File: config.mk
export PLATFORM = sky130hd
export DESIGN_NAME = execute_muldiv_ctrl
export DESIGN_NICKNAME = d
export VERILOG_FILES = /design/src/rtl/muldiv_pkg.sv /design/src/rtl/muldiv_iter_unit.sv /design/src/rtl/execute_muldiv_ctrl.sv
export SDC_FILE = /design/constraint.sdc
export NUM_CORES = 1
export LEC_CHECK = 0
export CAP_MARGIN = 20
export CORE_MARGIN = 1
export CORE_UTILIZATION = 60
export CTS_CLUSTER_SIZE = 16
export DETAILED_ROUTE_END_ITERATION = 8
export HOLD_SLACK_MARGIN = 0.02
export PLACE_DENSITY_LB_ADDON = 0.25
export SLEW_MARGIN = 20
export SYNTH_ARGS = -nofsm -noshare
export SYNTH_HDL_FRONTEND = slang
export SYNTH_SLANG_ARGS = --single-unit
File: constraint.sdc
create_clock -name clk -period 4 [get_ports clk]
set_input_delay 0.8 -clock clk [delete_from_list [all_inputs] [get_ports clk]]
set_output_delay 0.8 -clock clk [all_outputs]
set_load 0.01 [all_outputs]
File: src/rtl/muldiv_pkg.sv
// Shared types and op-decoding helpers for the RV32M multiply/divide sequencer.
package muldiv_pkg;

    typedef enum logic [2:0] {
        OP_MUL    = 3'b000,
        OP_MULH   = 3'b001,
        OP_MULHSU = 3'b010,
        OP_MULHU  = 3'b011,
        OP_DIV    = 3'b100,
        OP_DIVU   = 3'b101,
        OP_REM    = 3'b110,
        OP_REMU   = 3'b111
    } muldiv_op_e;

    typedef enum logic [1:0] {
        IDLE  = 2'd0,
        BUSY  = 2'd1,
        FIXUP = 2'd2,
        DONE  = 2'd3
    } muldiv_state_e;

    function automatic logic is_div(input muldiv_op_e op);
        return op inside {OP_DIV, OP_DIVU, OP_REM, OP_REMU};
    endfunction

    function automatic logic is_rem(input muldiv_op_e op);
        return op inside {OP_REM, OP_REMU};
    endfunction

    function automatic logic is_signed_a(input muldiv_op_e op);
        return op inside {OP_MUL, OP_MULH, OP_MULHSU, OP_DIV, OP_REM};
    endfunction

    function automatic logic is_signed_b(input muldiv_op_e op);
        return op inside {OP_MUL, OP_MULH, OP_DIV, OP_REM};
    endfunction

endpackage

File: src/rtl/muldiv_iter_unit.sv
// Datapath for the iterative multiply/divide: operand magnitudes, one shift-add or
// restoring-subtract step per strobe, sign fixup and the held result register.
module muldiv_iter_unit
    import muldiv_pkg::*;
#(
    parameter int WIDTH = 32
) (
    input  logic             clk,
    input  logic             rst,
    input  logic             load,
    input  logic             step,
    input  logic             fix,
    input  logic             fast_load,
    input  muldiv_op_e       op,
    input  logic [WIDTH-1:0] src_a,
    input  logic [WIDTH-1:0] src_b,
    input  logic [WIDTH-1:0] fast_val,
    output logic [WIDTH-1:0] result
);

    // hi/lo form the 2*WIDTH product; for divides hi is the partial remainder
    // and lo shifts the dividend out while the quotient shifts in.
    logic [WIDTH-1:0] hi_q, lo_q, opnd_q;
    muldiv_op_e       op_q;
    logic             neg_a_q, neg_b_q;

    logic             neg_a, neg_b;
    logic [WIDTH:0]   sum;
    logic [WIDTH:0]   shifted;
    logic [WIDTH:0]   diff;
    logic             ge;
    logic [2*WIDTH-1:0] prod, prod_fix;
    logic [WIDTH-1:0] quo_fix, rem_fix, fixed;

    assign neg_a = is_signed_a(op) && src_a[WIDTH-1];
    assign neg_b = is_signed_b(op) && src_b[WIDTH-1];

    assign sum     = {1'b0, hi_q} + {1'b0, (lo_q[0] ? opnd_q : '0)};
    assign shifted = {hi_q, lo_q[WIDTH-1]};
    // A set top bit means shifted >= 2^WIDTH > divisor; otherwise the borrow decides.
    assign diff    = {1'b0, shifted[WIDTH-1:0]} - {1'b0, opnd_q};
    assign ge      = shifted[WIDTH] | ~diff[WIDTH];

    assign prod     = {hi_q, lo_q};
    assign prod_fix = (neg_a_q ^ neg_b_q) ? -prod : prod;
    assign quo_fix  = (neg_a_q ^ neg_b_q) ? -lo_q : lo_q;
    assign rem_fix  = neg_a_q ? -hi_q : hi_q;

    always_comb begin
        fixed = prod_fix[WIDTH-1:0];
        case (op_q)
            OP_MUL:                       fixed = prod_fix[WIDTH-1:0];
            OP_MULH, OP_MULHSU, OP_MULHU: fixed = prod_fix[2*WIDTH-1:WIDTH];
            OP_DIV, OP_DIVU:              fixed = quo_fix;
            OP_REM, OP_REMU:              fixed = rem_fix;
            default:                      fixed = prod_fix[WIDTH-1:0];
        endcase
    end

    always_ff @(posedge clk) begin
        if (rst) begin
            hi_q    <= '0;
            lo_q    <= '0;
            opnd_q  <= '0;
            op_q    <= OP_MUL;
            neg_a_q <= 1'b0;
            neg_b_q <= 1'b0;
            result  <= '0;
        end else begin
            if (load) begin
                op_q    <= op;
                neg_a_q <= neg_a;
                neg_b_q <= neg_b;
                hi_q    <= '0;
                lo_q    <= neg_a ? -src_a : src_a;
                opnd_q  <= neg_b ? -src_b : src_b;
            end else if (step) begin
                if (is_div(op_q)) begin
                    hi_q <= ge ? diff[WIDTH-1:0] : shifted[WIDTH-1:0];
                    lo_q <= {lo_q[WIDTH-2:0], ge};
                end else begin
                    hi_q <= sum[WIDTH:1];
                    lo_q <= {sum[0], lo_q[WIDTH-1:1]};
                end
            end
            if (fast_load) begin
                result <= fast_val;
            end else if (fix) begin
                result <= fixed;
            end
        end
    end

endmodule

File: src/rtl/execute_muldiv_ctrl.sv
// Execute-stage RV32M sequencer: FSM, iteration counter, stall/valid generation and
// the div-by-zero / signed-overflow fast path around the iterative datapath.
module execute_muldiv_ctrl
    import muldiv_pkg::*;
#(
    parameter int WIDTH = 32
) (
    input  logic             clk,
    input  logic             rst,
    input  logic             start_i,
    input  logic             flush_i,
    input  logic [2:0]       op_i,
    input  logic [WIDTH-1:0] srcA_i,
    input  logic [WIDTH-1:0] srcB_i,
    output logic             stall_o,
    output logic             busy_o,
    output logic             result_valid_o,
    output logic [WIDTH-1:0] result_o
);

    localparam int CNT_W = $clog2(WIDTH) + 1;
    localparam logic [WIDTH-1:0] MIN_INT = {1'b1, {(WIDTH-1){1'b0}}};

    muldiv_state_e    state, state_next;
    logic [CNT_W-1:0] count;
    muldiv_op_e       op;
    logic             go, div_zero, ovf, fast;
    logic [WIDTH-1:0] fast_val;
    logic             load, step, fix, fast_load;

    assign op       = muldiv_op_e'(op_i);
    assign go       = start_i && !flush_i;
    assign div_zero = is_div(op) && (srcB_i == '0);
    assign ovf      = (op inside {OP_DIV, OP_REM}) && (srcA_i == MIN_INT) && (srcB_i == '1);
    assign fast     = div_zero || ovf;

    always_comb begin
        fast_val = '0;
        if (div_zero) begin
            fast_val = is_rem(op) ? srcA_i : '1;
        end else if (ovf) begin
            fast_val = is_rem(op) ? '0 : srcA_i;
        end
    end

    always_ff @(posedge clk) begin
        if (rst) begin
            state <= IDLE;
            count <= '0;
        end else begin
            state <= state_next;
            if (load) begin
                count <= CNT_W'(WIDTH);
            end else if (step) begin
                count <= count - 1'b1;
            end
        end
    end

    // A flush in any state drops stall and valid combinationally and returns to IDLE.
    always_comb begin
        state_next     = state;
        stall_o        = 1'b0;
        result_valid_o = 1'b0;
        load           = 1'b0;
        step           = 1'b0;
        fix            = 1'b0;
        fast_load      = 1'b0;
        case (state)
            IDLE: begin
                if (go) begin
                    stall_o = 1'b1;
                    if (fast) begin
                        fast_load  = 1'b1;
                        state_next = DONE;
                    end else begin
                        load       = 1'b1;
                        state_next = BUSY;
                    end
                end
            end
            BUSY: begin
                if (flush_i) begin
                    state_next = IDLE;
                end else begin
                    stall_o = 1'b1;
                    step    = 1'b1;
                    if (count == CNT_W'(1)) begin
                        state_next = FIXUP;
                    end
                end
            end
            FIXUP: begin
                if (flush_i) begin
                    state_next = IDLE;
                end else begin
                    stall_o    = 1'b1;
                    fix        = 1'b1;
                    state_next = DONE;
                end
            end
            DONE: begin
                result_valid_o = !flush_i;
                state_next     = IDLE;
            end
            default: state_next = IDLE;
        endcase
    end

    assign busy_o = (state != IDLE);

    muldiv_iter_unit #(.WIDTH(WIDTH)) u_iter (
        .clk       (clk),
        .rst       (rst),
        .load      (load),
        .step      (step),
        .fix       (fix),
        .fast_load (fast_load),
        .op        (op),
        .src_a     (srcA_i),
        .src_b     (srcB_i),
        .fast_val  (fast_val),
        .result    (result_o)
    );

endmodule

==> results of run 1 <==
==> worst paths after layout <==
path                                          end  slack [ns]  cells after the start
worst max-delay path            u_iter.result[18]        0.03                      8
worst min-delay path            u_iter.opnd_q[31]        0.47                      2
worst max register to register  u_iter.result[18]        0.03                      8
worst min register to register  u_iter.opnd_q[31]        0.47                      2
==> worst max-delay path, cell delays in order, from the launching register on <==
cell and delay [ns]:
dfxtp_1 0.44, nor4_1 0.55, or4b_4 0.60, or3_4 0.47, o31ai_4 0.39, a31oi_1 0.19, xor2_1 0.23, a211oi_1 0.77
a2111oi_0 0.17
==> layer usage <==
layer  track usage  vias up
li1              -     7448
met1         0.612     7656
met2         0.641     1300
met3         0.151      212
met4         0.197        2
met5             0        -
==> placed cells by master, fill, tap and decap left out, types with 13 or more instances in the layout <==
master / count
xnor2_1: 86
inv_1: 62
a31oi_1: 34
a21oi_1: 164
clkdlybuf4s50_1: 104
buf_4: 104
dfxtp_1: 140
o21a_1: 13
nand4_1: 24
xor2_1: 84
nand2_1: 171
or2_2: 16
or3_1: 17
o211ai_1: 38
mux2i_1: 39
nor2_1: 257
and3_1: 15
o21ai_0: 127
ha_1: 76
nor3_1: 53
o22ai_1: 18
nand3_1: 23
a21o_1: 30
nor4_1: 23
a211oi_1: 108
clkbuf_16: 17
o31ai_1: 27
==> registers in the layout, summed over array words and instances, names as in the netlist, 2 cells and up <==
| register | cells |
|---|---|
| count | 6 |
| state | 2 |
| u_iter.hi_q | 32 |
| u_iter.lo_q | 32 |
| u_iter.op_q | 3 |
| u_iter.opnd_q | 32 |
| u_iter.result | 32 |
==> kinds of logic after synthesis <==
group                      after synthesis
AOI/OAI and AO/OA                      666
DFF                                    141
xor gates and xnor gates               172
muxes                                   50
and+or+nand+nor                        676
buffers and inverters                  201
adders and majority gates               78
==> through the flow <==
step	cells	area (um2)	setup slack (ns)	utilization	hold WS [ns]
final	2403	16500	0.0270	0.724	0.469
after floorplan	1984	14100	0.656	-	0.432
after detailed placement	2370	15900	0.0490	0.696	0.459
after CTS	2402	16500	0.0301	0.723	0.468
after global placement	2370	15900	0.109	0.696	0.440
after global routing	2402	16500	0.0367	0.723	0.486
==> layout make-up <==
type / instances / share of cell area
diodes: 1 / 0.000151
well taps: 313 / 0.0237
clock buffers: 17 / 0.0257
inverters: 63 / 0.0145
multi-input cells: 1642 / 0.640
flip-flops and latches: 141 / 0.171
repair buffers: 211 / 0.113
clock inverters: 15 / 0.0120
==> report_power, final <==
part           internal [uW]  switching (uW)
registers               1500             170
logic                   1010            1620
clock network            955             739
==> flow_summary.ini, run 1 <==
[finish]
syn_to_final_growth_pct = 17.1
drive_gt1_frac = 0.0977
multi_input_area_um2 = 10600
seqCellArea_um2 = 2830
num-fill-cells = 1857
finish.net_count = 2225

[sta]
drv_slew = 0
setup-violations-final = 0
tns_ns = 0
max_freq_mhz = 252
layout_worst_path_cycle_share = 0.993
finalHoldViolations = 0
worst_pin_slew_ns = 0.979
fin_crit_ns = 3.97
fin_skew_ns = 0.0177
rsz0062_at_grt = no
slew_headroom = 0.342

[synthesis]
synth_compound_area_frac = 0.308
synth_edf_count = 0
synth_top_cell_area_share = 0.200
ys_top_cells_by_area = dfxtp_1 (20%), nor2_1 (6.9%), ha_1 (6.7%)
synthAdderAreaFrac = 0.0702
yosysMostFrequentCell = nor2_1
yosys.area_share.simple = 0.225
yosys_warnings = 0
synth_top_family_by_area = compound AO/OA/AOI/OAI gates
postSynthAreaPerCell_um2 = 7.12
synth_nets = 2133
ys_seq_elements = 141
synth_area_um2 = 14100
synthCells = 1984
synth_commonest_cells = nor2_1 (258), nand2_1 (171), a21oi_1 (164)
synthXorXnorAreaFrac = 0.107
synth_top_area_cell = dfxtp_1
muxShareOfSynthArea = 0.0364
ys_seq_area_frac = 0.200
synth_flop_cell = dfxtp_1
async_flop_share = 0
synth.distinct_cells = 85

[critical_path]
startpoint_type = flip-flop
crit_path_start = u_iter.lo_q[22]
path_max_fanout = 5
worstSetupPathType = flip-flop to flip-flop
arrival_ns = 4.25
cp.required_ns = 4.28
end_kind = flip-flop
r2r_start = u_iter.lo_q[22]

[clock_tree]
cts_tree = yes
cts_buffers = 17
h-tree-depth = 4
ctsHoldBuffers = 0
cts_setup_buffers = 0
cts_resized = 0
cts_sinks = 141
clkLatencyLatePin_ns = 0.44
path_clk_slew_ns = 0.08
cts_buffer_depth = 2
root_buffer = clkbuf_16

[power_and_ir_drop]
p_leak_uw = 0.00635
peakVddDrop_v = 0.000232
power.total_uw = 6000
power_density_nw_per_um2 = 363

[global_routing]
grt_usage = 0.450
first_global_vias = 14900
overflow = 0
antenna_found_initial = 1
grt_max_degree = 66
grt_pass1_wl_um = 84200

[route]
highest_layer = met5
drc = 0
wl_met3_um = 8670
wl_met2_um = 22100
vias = 16600
wl_met1_um = 22000
dr.pass1.iters = 6
wl_per_cell_um = 23.0
totalWireLength_um = 55300
first_iter_violations = 2131
via_per_inst = 6.92
ant_nets = 0

[floorplanning]
initial_utilization = 0.618
core_um2 = 22800
die_w_um = 155
fp-row-count = 55
dieHeight_um = 155
pin_count = 106
dieArea_um2 = 24100

[placement]
dp_hpwl_um = 42100
portBuffers = 105
gp_congestion = 1.04

[hold_path]
hold_path.class = flip-flop to flip-flop
min_from = u_iter.opnd_q[31]

[status]
status = finished, final reports clean

[job]
max_cap_viol_count = 0
Note: power is estimated with default switching activity, not from simulation.
==> run 2: changes to the inputs <==
--- a/config.mk
+++ b/config.mk
@@ -6,8 +6,8 @@
 export NUM_CORES = 1
 export LEC_CHECK = 0
 export CAP_MARGIN = 20
-export CORE_MARGIN = 1
-export CORE_UTILIZATION = 60
+export CORE_MARGIN = 1.5
+export CORE_UTILIZATION = 61
 export CTS_CLUSTER_SIZE = 16
 export DETAILED_ROUTE_END_ITERATION = 8
 export HOLD_SLACK_MARGIN = 0.02
==> run 2 against run 1 <==
The run now ends with design-rule violations left. Sequential power about the same. First-iteration DRC count grew 13%. Non-clock buffer count fell by 15. Wire length decreased by 3.2%. Sequential share of layout area rose by 0.15 points. Cell count down 1.9%. Maximum frequency increased by 0.76%. Hold slack got worse by 0.0013 ns. Critical path depth up 1. Count of clock-buffer cells in the layout rose by 4. Power shrank 0.24%. Largest power group unchanged.
==> flow_summary.ini, run 2 (synthesis gave the netlist of run 1 again) <==
[status]
status = finished with violations
violations = design-rule violations

[hold_path]
hold_path.class = flip-flop to flip-flop

[clock_tree]
root_buffer = clkbuf_16
cts_tree = yes
cts_buffer_depth = 2
cts_buffers = 17
path_clk_slew_ns = 0.07
ctsHoldBuffers = 0
cts_sinks = 141
clkLatencyLatePin_ns = 0.43
h-tree-depth = 4

[global_routing]
grt_max_degree = 63
first_global_vias = 15000
grt_usage = 0.440
overflow = 0
antenna_found_initial = 0
grt_pass1_wl_um = 83000

[floorplanning]
initial_utilization = 0.624
fp-row-count = 55
dieArea_um2 = 24100
dieHeight_um = 155
core_um2 = 22600
pin_count = 106
die_w_um = 155

[critical_path]
startpoint_type = flip-flop
arrival_ns = 4.22
path_max_fanout = 5
cp.required_ns = 4.28
worstSetupPathType = flip-flop to flip-flop
end_kind = flip-flop

[sta]
drv_slew = 0
fin_ws_ns = 0.0569
worst_pin_slew_ns = 1.14
max_freq_mhz = 254
fin_crit_ns = 3.94
layout_worst_path_cycle_share = 0.986
finalHoldViolations = 0
setup-violations-final = 0
slew_headroom = 0.239
rsz0062_at_grt = no
fin_skew_ns = 0.0123

[finish]
num_antenna_cells = 0
drive_gt1_frac = 0.0888
mostFrequentLayoutCells = nor2_1 (257), nand2_1 (171), a21oi_1 (164), dfxtp_1 (140), o21ai_0 (127)
syn_to_final_growth_pct = 16.1
final_area_um2 = 16400
finish.net_count = 2210
final_common_cell = nor2_1

[route]
wl_per_cell_um = 22.7
vias = 16300
via_per_inst = 6.92
dr.pass1.iters = 9
ant_nets = 0
totalWireLength_um = 53500
drc = 2
first_iter_violations = 2411

[placement]
place_ws_ns = -0.0758
portBuffers = 105
place_area_um2 = 15700
gp_congestion = 1.05
dp_hpwl_um = 40500

[power_and_ir_drop]
peakVddDrop_v = 0.000354
p_leak_uw = 0.00627
power_density_nw_per_um2 = 365

[job]
max_cap_viol_count = 0
==> run 2: changes by cell type in the layout (fill, tap and decap cells not counted), sizes merged <==
| cell | change |
|---|---|
| diode | -1 |
| inv | -6 |
| clkinvlp | +2 |
| clkbuf | +4 |
| buf | -15 |
| bufinv | +2 |
| clkinv | -3 |
==> run 2: worst max-delay path, cell delays in order (launching register included) <==
cell	delay, ns
dfxtp_1	0.32
nor4_1	0.93
or4b_4	0.62
or3_4	0.45
o21ai_2	0.32
a21oi_1	0.11
o32ai_1	0.41
o21ai_0	0.32
a21oi_1	0.22
a211oi_1	0.09
==> run 2: per-stage QoR <==
stage          utilization  total power (uW)  hold slack, ns  instances  TNS (ns)
5_1_grt              0.724              6220           0.465       2358         0
4_1_cts              0.723              5860           0.462       2356         0
3_3_place_gp         0.696              4110           0.443       2325         0
6_report             0.724              5990           0.468       2358         0
3_5_place_dp         0.696              4160           0.453       2325    -0.533
2_1_floorplan            -              3330           0.432       1984         0
==> run 2: layout make-up <==
cell class                      count  area [um2]
Multi-Input combinational cell   1642       10600
Fill cell                        1861        6250
Sequential cell                   141        2830
Timing Repair Buffer              196        1780
Clock buffer                       21         460
Tap cell                          285         357
Inverter                           63         240
Clock inverter                     10         163
==> run 2: timing repair <==
action,4_1_cts,5_1_grt
setup endpoints to repair,0,8
gates resized for setup,0,1
hold endpoints to repair,0,0
setup buffers,0,2
==> run 2: path summary, 6_finish.rpt <==
check,startpoint,end,slack (ns),depth (start not counted)
worst max-delay path,u_iter.lo_q[19],u_iter.result[30],0.06,9
worst min-delay path,u_iter.opnd_q[31],u_iter.opnd_q[31],0.47,2
worst max register to register,u_iter.lo_q[19],u_iter.result[30],0.06,9
worst min register to register,u_iter.opnd_q[31],u_iter.opnd_q[31],0.47,2
==> run 2: metal layers <==
metal  wire [um]  share of wire  up-vias  global-route usage
li1            -              -     7423                   -
met2       21300           0.40     1185               0.623
met5           0              0        -                   0
met4        2600          0.048        0               0.188
met3        7810           0.15      213               0.150
met1       21800           0.41     7502               0.605
==> run 2: power breakdown <==
group / total, uW / switching, uW / internal (uW)
clock network: 1720 / 645 / 1070
registers: 1660 / 151 / 1510
logic: 2610 / 1610 / 998
total: 5990 / 2410 / 3580
